`src/rtl/ex_trap_ctrl_pkg.sv`:
```
`default_nettype none
// ============================================================================
// Module      : ex_trap_ctrl_pkg
// Description : Shared constants, FSM encoding and helpers for the external
//               trap controller (register offsets, ID width, byte masks).
// Revision    : 1.0 - initial release
// ============================================================================
package ex_trap_ctrl_pkg;

  // Width of the source ID presented to the core
  localparam int EXTRAP_ID_W = 5;

  // Register offsets within the 16-byte window (decoded from addr[3:2])
  localparam logic [3:0] EXTRAP_IE   = 4'h0;
  localparam logic [3:0] EXTRAP_IP   = 4'h4;
  localparam logic [3:0] EXTRAP_EDGE = 4'h8;
  localparam logic [3:0] EXTRAP_CUR  = 4'hC;

  // Delivery FSM: either waiting for work or holding an offer to the core
  typedef enum logic [0:0] {
    EXTRAP_ST_IDLE  = 1'b0,
    EXTRAP_ST_OFFER = 1'b1
  } extrap_state_t;

  // Expand a 4-bit byte-lane mask into a 32-bit bit mask
  function automatic logic [31:0] extrap_bmask(input logic [3:0] m);
    return {{8{m[3]}}, {8{m[2]}}, {8{m[1]}}, {8{m[0]}}};
  endfunction

endpackage
`default_nettype wire

```
`src/rtl/ex_trap_ctrl_if.sv`:
```
`default_nettype none
// ============================================================================
// Module      : ex_trap_ctrl_if
// Description : ICB slave port plus core trap handshake for ex_trap_ctrl.
//               master = bus/core side, slave = controller side.
// Revision    : 1.0 - initial release
// ============================================================================
interface ex_trap_ctrl_if;
  import ex_trap_ctrl_pkg::*;

  logic                   icb_cmd_valid;
  logic                   icb_cmd_ready;
  logic [31:0]            icb_cmd_addr;
  logic                   icb_cmd_read;
  logic [31:0]            icb_cmd_wdata;
  logic [3:0]             icb_cmd_wmask;
  logic                   icb_rsp_valid;
  logic                   icb_rsp_ready;
  logic                   icb_rsp_err;
  logic [31:0]            icb_rsp_rdata;
  logic                   trap_valid_o;
  logic [EXTRAP_ID_W-1:0] trap_id_o;
  logic                   trap_ready_i;

  modport master (
    output icb_cmd_valid, icb_cmd_addr, icb_cmd_read, icb_cmd_wdata,
           icb_cmd_wmask, icb_rsp_ready, trap_ready_i,
    input  icb_cmd_ready, icb_rsp_valid, icb_rsp_err, icb_rsp_rdata,
           trap_valid_o, trap_id_o
  );

  modport slave (
    input  icb_cmd_valid, icb_cmd_addr, icb_cmd_read, icb_cmd_wdata,
           icb_cmd_wmask, icb_rsp_ready, trap_ready_i,
    output icb_cmd_ready, icb_rsp_valid, icb_rsp_err, icb_rsp_rdata,
           trap_valid_o, trap_id_o
  );
endinterface
`default_nettype wire

```
`src/rtl/ex_trap_ctrl_prio_enc32.sv`:
```
`default_nettype none
// ============================================================================
// Module      : prio_enc32
// Description : Combinational lowest-set-bit encoder over 32 requests,
//               returning {any, id[4:0]}.
// Revision    : 1.0 - initial release
// ============================================================================
module prio_enc32 (
  input  logic [31:0] i_req,
  output logic        o_any,
  output logic [4:0]  o_id
);

  // Scan from the top down so the lowest set index is the last one written
  always_comb begin
    o_any = |i_req;
    o_id  = 5'd0;
    for (int i = 31; i >= 0; i--) begin
      if (i_req[i]) o_id = i[4:0];
    end
  end

endmodule
`default_nettype wire

```
`src/rtl/ex_trap_ctrl.sv`:
```
`default_nettype none
// ============================================================================
// Module      : ex_trap_ctrl
// Description : External interrupt controller. Latches up to 32 irq lines
//               as pending, offers the lowest enabled pending source to the
//               core, and exposes IE/IP/EDGE/CUR registers on an ICB slave.
//               Build option EXTRAP_SYNC_EN adds a 2-flop input synchronizer.
// Revision    : 1.0 - initial release
// ============================================================================
module ex_trap_ctrl
  import ex_trap_ctrl_pkg::*;
#(
  parameter int IRQ_NUM = 32
) (
  input  logic               clk,
  input  logic               rst_n,
  input  logic [IRQ_NUM-1:0] irq_i,
  ex_trap_ctrl_if.slave      bus
);

  // Bits above IRQ_NUM never hold state, so they read 0 and ignore writes
  localparam logic [31:0] C_IRQ_MASK =
    (IRQ_NUM >= 32) ? 32'hFFFF_FFFF : ((32'd1 << IRQ_NUM) - 32'd1);

  logic [31:0]             w_irq32;
  logic [31:0]             w_q;
  logic [31:0]             r_q_d;
  logic [31:0]             r_ie, r_ip, r_edge;
  logic [31:0]             w_set, w_bus_clr, w_ack_clr, w_bmask, w_rd_data;
  logic                    w_cmd_hs, w_addr_err, w_wr;
  logic [3:0]              w_sel;
  logic                    r_rsp_valid, r_rsp_err;
  logic [31:0]             r_rsp_rdata;
  extrap_state_t           r_state, w_state_nxt;
  logic [EXTRAP_ID_W-1:0]  r_id, w_enc_id;
  logic                    w_any, w_id_load, w_trap_valid, w_ack;
  logic                    w_unused_addr;

  generate
    if (IRQ_NUM < 32) begin : g_irq_pad
      assign w_irq32 = {{(32-IRQ_NUM){1'b0}}, irq_i};
    end else begin : g_irq_full
      assign w_irq32 = irq_i;
    end
  endgenerate

`ifdef EXTRAP_SYNC_EN
  logic [31:0] r_sync1, r_sync2;
  // Two-stage synchronizer for asynchronous board pins
  always_ff @(posedge clk or negedge rst_n) begin
    if (!rst_n) begin
      r_sync1 <= '0;
      r_sync2 <= '0;
    end else begin
      r_sync1 <= w_irq32;
      r_sync2 <= r_sync1;
    end
  end
  assign w_q = r_sync2;
`else
  assign w_q = w_irq32;
`endif

  // One-cycle delay of the qualified lines for rising-edge detection
  always_ff @(posedge clk or negedge rst_n) begin
    if (!rst_n) r_q_d <= '0;
    else        r_q_d <= w_q;
  end

  assign w_set = ((r_edge & w_q & ~r_q_d) | (~r_edge & w_q)) & C_IRQ_MASK;

  // ICB decode; only one response is ever outstanding
  assign bus.icb_cmd_ready = ~r_rsp_valid | bus.icb_rsp_ready;
  assign w_cmd_hs      = bus.icb_cmd_valid & bus.icb_cmd_ready;
  assign w_addr_err    = |bus.icb_cmd_addr[11:4];
  assign w_wr          = w_cmd_hs & ~bus.icb_cmd_read & ~w_addr_err;
  assign w_sel         = {bus.icb_cmd_addr[3:2], 2'b00};
  assign w_bmask       = extrap_bmask(bus.icb_cmd_wmask);
  assign w_bus_clr     = (w_wr && w_sel == EXTRAP_IP) ? (bus.icb_cmd_wdata & w_bmask) : 32'd0;
  assign w_ack         = (r_state == EXTRAP_ST_OFFER) & bus.trap_ready_i;
  assign w_ack_clr     = w_ack ? (32'd1 << r_id) : 32'd0;
  assign w_unused_addr = ^{bus.icb_cmd_addr[31:12], bus.icb_cmd_addr[1:0]};

  // Register file: IE/EDGE byte-masked writes, IP with set-over-clear priority
  always_ff @(posedge clk or negedge rst_n) begin
    if (!rst_n) begin
      r_ie   <= '0;
      r_edge <= '0;
      r_ip   <= '0;
    end else begin
      if (w_wr && w_sel == EXTRAP_IE)
        r_ie <= ((r_ie & ~w_bmask) | (bus.icb_cmd_wdata & w_bmask)) & C_IRQ_MASK;
      if (w_wr && w_sel == EXTRAP_EDGE)
        r_edge <= ((r_edge & ~w_bmask) | (bus.icb_cmd_wdata & w_bmask)) & C_IRQ_MASK;
      r_ip <= ((r_ip & ~(w_bus_clr | w_ack_clr)) | w_set) & C_IRQ_MASK;
    end
  end

  // Read mux reflecting register state at the acceptance edge
  always_comb begin
    w_rd_data = 32'd0;
    case (w_sel)
      EXTRAP_IE:   w_rd_data = r_ie;
      EXTRAP_IP:   w_rd_data = r_ip;
      EXTRAP_EDGE: w_rd_data = r_edge;
      EXTRAP_CUR:  w_rd_data = {w_trap_valid, 26'd0, r_id};
      default:     w_rd_data = 32'd0;
    endcase
  end

  // Response channel: raise after acceptance, hold until the master takes it
  always_ff @(posedge clk or negedge rst_n) begin
    if (!rst_n) begin
      r_rsp_valid <= 1'b0;
      r_rsp_err   <= 1'b0;
      r_rsp_rdata <= '0;
    end else if (w_cmd_hs) begin
      r_rsp_valid <= 1'b1;
      r_rsp_err   <= w_addr_err;
      r_rsp_rdata <= (bus.icb_cmd_read && !w_addr_err) ? w_rd_data : 32'd0;
    end else if (bus.icb_rsp_ready) begin
      r_rsp_valid <= 1'b0;
    end
  end

  assign bus.icb_rsp_valid = r_rsp_valid;
  assign bus.icb_rsp_err   = r_rsp_err;
  assign bus.icb_rsp_rdata = r_rsp_rdata;

  prio_enc32 u_prio (
    .i_req (r_ip & r_ie),
    .o_any (w_any),
    .o_id  (w_enc_id)
  );

  // FSM state and offered-ID registers
  always_ff @(posedge clk or negedge rst_n) begin
    if (!rst_n) begin
      r_state <= EXTRAP_ST_IDLE;
      r_id    <= '0;
    end else begin
      r_state <= w_state_nxt;
      if (w_id_load) r_id <= w_enc_id;
    end
  end

  // Next state: an offer, once made, is only left through the core's ready
  always_comb begin
    w_state_nxt  = r_state;
    w_id_load    = 1'b0;
    w_trap_valid = 1'b0;
    case (r_state)
      EXTRAP_ST_IDLE: begin
        if (w_any) begin
          w_state_nxt = EXTRAP_ST_OFFER;
          w_id_load   = 1'b1;
        end
      end
      EXTRAP_ST_OFFER: begin
        w_trap_valid = 1'b1;
        if (bus.trap_ready_i) w_state_nxt = EXTRAP_ST_IDLE;
      end
      default: w_state_nxt = EXTRAP_ST_IDLE;
    endcase
  end

  assign bus.trap_valid_o = w_trap_valid;
  assign bus.trap_id_o    = r_id;

endmodule
`default_nettype wire

```
`src/flat_wrapper.sv`:
```
// flat-port wrapper written by rule: the top's interface ports become plain ports
module ex_trap_ctrl_flat import ex_trap_ctrl_pkg::*;
#(
  parameter int IRQ_NUM = 32
)
  (clk, rst_n, irq_i, bus_icb_cmd_valid, bus_icb_cmd_addr, bus_icb_cmd_read, bus_icb_cmd_wdata, bus_icb_cmd_wmask, bus_icb_rsp_ready, bus_trap_ready_i, bus_icb_cmd_ready, bus_icb_rsp_valid, bus_icb_rsp_err, bus_icb_rsp_rdata, bus_trap_valid_o, bus_trap_id_o);
  ex_trap_ctrl_if bus_i ();
  input  logic clk;
  input  logic rst_n;
  input  logic [IRQ_NUM-1:0] irq_i;
  input wire logic [$bits(bus_i.icb_cmd_valid)-1:0] bus_icb_cmd_valid;
  input wire logic [$bits(bus_i.icb_cmd_addr)-1:0] bus_icb_cmd_addr;
  input wire logic [$bits(bus_i.icb_cmd_read)-1:0] bus_icb_cmd_read;
  input wire logic [$bits(bus_i.icb_cmd_wdata)-1:0] bus_icb_cmd_wdata;
  input wire logic [$bits(bus_i.icb_cmd_wmask)-1:0] bus_icb_cmd_wmask;
  input wire logic [$bits(bus_i.icb_rsp_ready)-1:0] bus_icb_rsp_ready;
  input wire logic [$bits(bus_i.trap_ready_i)-1:0] bus_trap_ready_i;
  output wire logic [$bits(bus_i.icb_cmd_ready)-1:0] bus_icb_cmd_ready;
  output wire logic [$bits(bus_i.icb_rsp_valid)-1:0] bus_icb_rsp_valid;
  output wire logic [$bits(bus_i.icb_rsp_err)-1:0] bus_icb_rsp_err;
  output wire logic [$bits(bus_i.icb_rsp_rdata)-1:0] bus_icb_rsp_rdata;
  output wire logic [$bits(bus_i.trap_valid_o)-1:0] bus_trap_valid_o;
  output wire logic [$bits(bus_i.trap_id_o)-1:0] bus_trap_id_o;
  assign bus_i.icb_cmd_valid = bus_icb_cmd_valid;
  assign bus_i.icb_cmd_addr = bus_icb_cmd_addr;
  assign bus_i.icb_cmd_read = bus_icb_cmd_read;
  assign bus_i.icb_cmd_wdata = bus_icb_cmd_wdata;
  assign bus_i.icb_cmd_wmask = bus_icb_cmd_wmask;
  assign bus_i.icb_rsp_ready = bus_icb_rsp_ready;
  assign bus_i.trap_ready_i = bus_trap_ready_i;
  assign bus_icb_cmd_ready = bus_i.icb_cmd_ready;
  assign bus_icb_rsp_valid = bus_i.icb_rsp_valid;
  assign bus_icb_rsp_err = bus_i.icb_rsp_err;
  assign bus_icb_rsp_rdata = bus_i.icb_rsp_rdata;
  assign bus_trap_valid_o = bus_i.trap_valid_o;
  assign bus_trap_id_o = bus_i.trap_id_o;
  ex_trap_ctrl #(.IRQ_NUM(IRQ_NUM)) u_core (.clk(clk), .rst_n(rst_n), .irq_i(irq_i), .bus(bus_i));
endmodule
```
`config.mk`:
```
export PLATFORM = sky130hd
export DESIGN_NAME = ex_trap_ctrl_flat
export DESIGN_NICKNAME = d
export VERILOG_FILES = /design/src/rtl/ex_trap_ctrl_pkg.sv /design/src/rtl/ex_trap_ctrl_if.sv /design/src/rtl/ex_trap_ctrl_prio_enc32.sv /design/src/rtl/ex_trap_ctrl.sv /design/src/flat_wrapper.sv
export SDC_FILE = /design/constraint.sdc
export NUM_CORES = 1
export LEC_CHECK = 0
export CELL_PAD_IN_SITES_DETAIL_PLACEMENT = 1
export CELL_PAD_IN_SITES_GLOBAL_PLACEMENT = 2
export CORE_MARGIN = 2
export CORE_UTILIZATION = 45
export CTS_CLUSTER_SIZE = 10
export DETAILED_ROUTE_END_ITERATION = 16
export DONT_BUFFER_PORTS = 1
export PLACE_DENSITY = 0.95
export SYNTH_ARGS = -nofsm -noshare
export SYNTH_HDL_FRONTEND = slang
export SYNTH_SLANG_ARGS = --single-unit
```
`constraint.sdc`:
```
create_clock -name clk -period 3.2 [get_ports clk]
set_input_delay 0.64 -clock clk [delete_from_list [all_inputs] [get_ports clk]]
set_output_delay 0.64 -clock clk [all_outputs]
set_load 0.05 [all_outputs]
```
### Yosys cells after proc, flatten, opt, wreduce, memory -nomap -nowiden

Cells that the tools add are included.

| storage, ports and cells | value |
|---|---|
| register bits after elaboration | 168 |
| output and inout port bits | 41 |
| input port bits | 106 |
| word-level logic and storage cells | 91 |

| cells by class | value |
|---|---|
| equal/unequal tests | 3 |
| mux-type cells | 43 |
| reduce and logical (&&, ||, !) cells | 9 |
| bitwise operators | 26 |
| shifts and indexed selects | 1 |

Operators by type and width:

| cell | number |
|---|---|
| 32-bit bitwise AND | 8 |
| 5-bit two-way mux | 32 |
| 32-bit OR | 5 |
| 32-bit NOT | 4 |
| 32-bit case mux with 4 select lines | 1 |
| 32-bit two-way mux | 3 |
| 32-bit OR reduction | 1 |
| 1-bit by 5-bit left shift with 32-bit output, first input constant | 1 |
| 8-bit OR reduction | 1 |
| 1-bit two-way mux | 6 |
| 1-bit bitwise AND | 4 |
| 2-bit equality test, second input constant | 2 |
| 1-bit logical AND | 4 |
| 4-bit zero test | 1 |
| 1-bit NOT | 4 |
| 2-bit by 1-bit equality test with 1-bit output, second input constant | 1 |
| 1-bit case mux with 2 select lines | 1 |
| 2-bit nonzero test | 1 |
| 1-bit zero test | 1 |
| 1-bit OR | 1 |

### Logic depth before layout (Yosys ltp)

| depth | value |
|---|---|
| depth in word-level cells | 33 |
| mapped depth | 8 |
| gate-level depth less buffers | 6 |

### By module

From an unflattened synthesis, not the netlist that was laid out.

| unflattened totals | value |
|---|---|
| cells, all modules | 752 |
| area, all modules | 8056.5 um^2 |

Modules (own cells, without submodules):

| module | area an instance (um^2) | instances | seq. area each (um^2) | cells an instance |
|---|---|---|---|---|
| ex_trap_ctrl | 7671.1 | 1 | 4204.0 | 687 |
| prio_enc32 | 385.4 | 1 | 0.0 | 65 |

### Worst setup path before layout

Ideal clock, no wire load.

| path | value |
|---|---|
| path kind | in2reg |
| from | input bus_icb_rsp_ready |
| to | register with a tool-made name |
| path slack | 0.734 ns |
| buffers on the path | 1 |
| setup time | 0.125 ns |
| cell stages on the path | 7 |
| arrival time | 2.341 ns |
| path through | nand2b_1 > nand2_1 > nor4_2 > and2b_1 > buf_6 > nand2_8 > mux2_4 |

RTL lines:

| item | RTL line | text |
|---|---|---|
| start: declaration | flat_wrapper.sv:16 | `input wire logic [$bits(bus_i.icb_rsp_ready)-1:0] bus_icb_rsp_ready;` |

==> impl_metrics.env <==
export IMPL_outcome="finished, violations left"
export IMPL_violations="hold timing"
export IMPL_final_area_mm2=0.00862
export IMPL_utilization=0.504
export IMPL_place_ws_ps=669
export IMPL_drt_iter0_drc=423
export IMPL_end_kind="flip-flop"
export IMPL_clockRootBuffer="clkbuf_16"
export IMPL_timing_hold_violations_final=168
export IMPL_worstPathArrival_ps=2750
export IMPL_cts_resized=0
export IMPL_yosys_top_cells_area="dfrtp_1 54%, mux2_4 12%, nand2_1 4.6%, a21oi_1 4.3%, o21ai_0 3.9%"
export IMPL_placed_area_mm2=0.00801
export IMPL_synth_seq_area_share=0.539
export IMPL_grt_pass1_vias=5978
export IMPL_maxSlewViolCount=0
export IMPL_cp_start_kind="flip-flop"
export IMPL_hold_worst_slack_ps=-89.2
export IMPL_vias=5448
export IMPL_async_flop_share=1.00
export IMPL_ctsHtreeMaxLevel=4
export IMPL_clkTransAtPathRegs_ps=60
export IMPL_fp_dieH_um=136
export IMPL_drc=0
export IMPL_grt_max_degree=169
export IMPL_cts_setup_buffers=0
export IMPL_criticalPathCategory="flip-flop to flip-flop"
export IMPL_clk_latency_ps=430
export IMPL_grt_overflow_total=0
export IMPL_cts_buffer_depth=2
export IMPL_powerDensity_mw_per_mm2=549
export IMPL_gp_congestion=0.816
export IMPL_postRouteWirelength_um=22300
export IMPL_worst_pin_slew_ps=822
export IMPL_rsz0062_at_grt="no"
export IMPL_synth_largest_area_cell="dfrtp_1"
export IMPL_synth_cell_types=45
export IMPL_rows=48
export IMPL_tns_ps=0
export IMPL_syn2layout_area_growth_pct=10.6
export IMPL_synth_ff_type="dfrtp_1"
export IMPL_antenna_found_initial=0
export IMPL_drive_gt1_frac=0.178
export IMPL_wl_per_cell_um=24.6
export IMPL_first_pass_iters=5
export IMPL_syn_cell_area_mm2=0.00779
export IMPL_synth_top_cell_area_share=0.539
export IMPL_cts_tree="built"
export IMPL_ys_ff_latch=168
export IMPL_grt_use_total=0.253
export IMPL_worstHoldPathType="primary input to asynchronous set/reset pin"
export IMPL_start_util=0.455
export IMPL_cts_made_buffers=17
export IMPL_ir_drop_mv=0.391
export IMPL_timing_rr_start="u_core.bus.icb_rsp_valid$_DFFE_PN0P_"
export IMPL_core_mm2=0.0171
export IMPL_syn_inst=667
export IMPL_n_antenna_cell=0
export IMPL_setup_viol_count_final=0
export IMPL_chipWidth_um=136
export IMPL_power_leakage_nw=3.85
export IMPL_viasPerCell=6.03
export IMPL_synth_edff_count=0
export IMPL_final_period_utilization=0.761
export IMPL_grt_pass1_wl_um=34700
export IMPL_timing_final_ws_setup_ps=764
export IMPL_startpoint="u_core.bus.icb_rsp_valid$_DFFE_PN0P_"
export IMPL_maxCapViolations=0
export IMPL_cp_max_fo=8
export IMPL_die_area_mm2=0.0184
export IMPL_clock_sinks=168
export IMPL_syn_avg_cell_area_um2=11.7
export IMPL_fmax_mhz=410
export IMPL_portBuffers=0
export IMPL_finalCriticalPeriod_ps=2440
export IMPL_syn_nets=773
export IMPL_worst_endpoint_required_ps=3510
export IMPL_yosys_warnings=0
export IMPL_timing_max_slew_rel_slack=0.438
export IMPL_dp_final_hpwl_um=15100
export IMPL_skew_ps=7.94
export IMPL_finalNetCount=774
export IMPL_ios=147
export IMPL_ant_nets=0
-- worst max-delay path, cell delays in order (launching register included) --
cell and delay, ps:
dfrtp_1 560, nand2b_1 250, nand2_1 110, nor4_2 370, and2_1 470, nand2_4 220, mux2_4 340
-- power by group --
part | internal (mW) | leakage [nW] | switching, mW
Combinational | 0.0818 | 1.46 | 0.147
Sequential | 2.17 | 2.09 | 0.170
Clock | 1.32 | 0.301 | 0.844
-- cells in the final DEF (no fill, tap or decap), drive strengths merged, types with 4 or more instances in the layout --
cell type and instances:
a21o 33, a21oi 67, a22o 9, a22oi 14, and2 8, buf 7
clkbuf 23, dfrtp 168, mux2 64, mux2i 26, mux4 6, nand2 103
nand2b 5, nand3 5, nor2 32, nor2b 6, nor4 4, o21ai 61
-- through the flow --
step	total power, mW	cells
floorplan	2.51	667
global placement	2.59	874
detailed placement	2.60	874
CTS	4.75	904
global route	4.86	904
finish	4.74	904
-- per-layer routing --
metal / up-vias / track usage / share of wire / wire length [um]
met5: - / 0 / 0 / 0
met4: 0 / 0.106 / 0.026 / 576
met3: 42 / 0.0636 / 0.066 / 1470
met2: 192 / 0.422 / 0.50 / 11100
met1: 2816 / 0.312 / 0.41 / 9090
li1: 2398 / - / - / -
-- cells in the mapped netlist (all sizes together) (5+ instances only) --
cell and count:
a21o 33, a21oi 67, a22o 9, a22oi 14, and2 8, buf 15
clkbuf 10, dfrtp 168, mux2 64, mux2i 26, mux4 6, nand2 103
nand2b 5, nand3 5, nor2 32, nor2b 6, o21ai 61
-- layout make-up --
cell class | instances | area, um2
multi-input cells | 473 | 3460
clock inverters | 7 | 116
well taps | 225 | 282
inverters | 1 | 3.75
fillers | 1826 | 8500
repair buffers | 7 | 52.6
flip-flops and latches | 168 | 4200
clock buffers | 23 | 498
-- kinds of logic (layout without fill, tap and decap cells) --
family | after synthesis | after routing | synth area share
buffers and inverters | 26 | 38 | 0.0162
AND/OR/NAND/NOR | 172 | 172 | 0.109
flip-flops | 168 | 168 | 0.539
AO/OA/AOI/OAI | 205 | 205 | 0.161
multiplexers | 96 | 96 | 0.174
-- worst paths after layout --
| kind | to | slack (ps) | depth (start not counted) |
|---|---|---|---|
| worst max-delay path | flip-flop | 760 | 6 |
| worst min-delay path | u_core.r_ip[19]$_DFF_PN0_ | -90 | 0 |
| min in group clk | u_core.r_q_d[10]$_DFF_PN0_ | 230 | 0 |
| worst max register to register | flip-flop | 760 | 6 |
| max in group asynchronous | u_core.r_ip[3]$_DFF_PN0_ | 3100 | 0 |
| worst min register to register | flip-flop | 540 | 1 |
No activity file was read; power rests on OpenSTA's default activity.
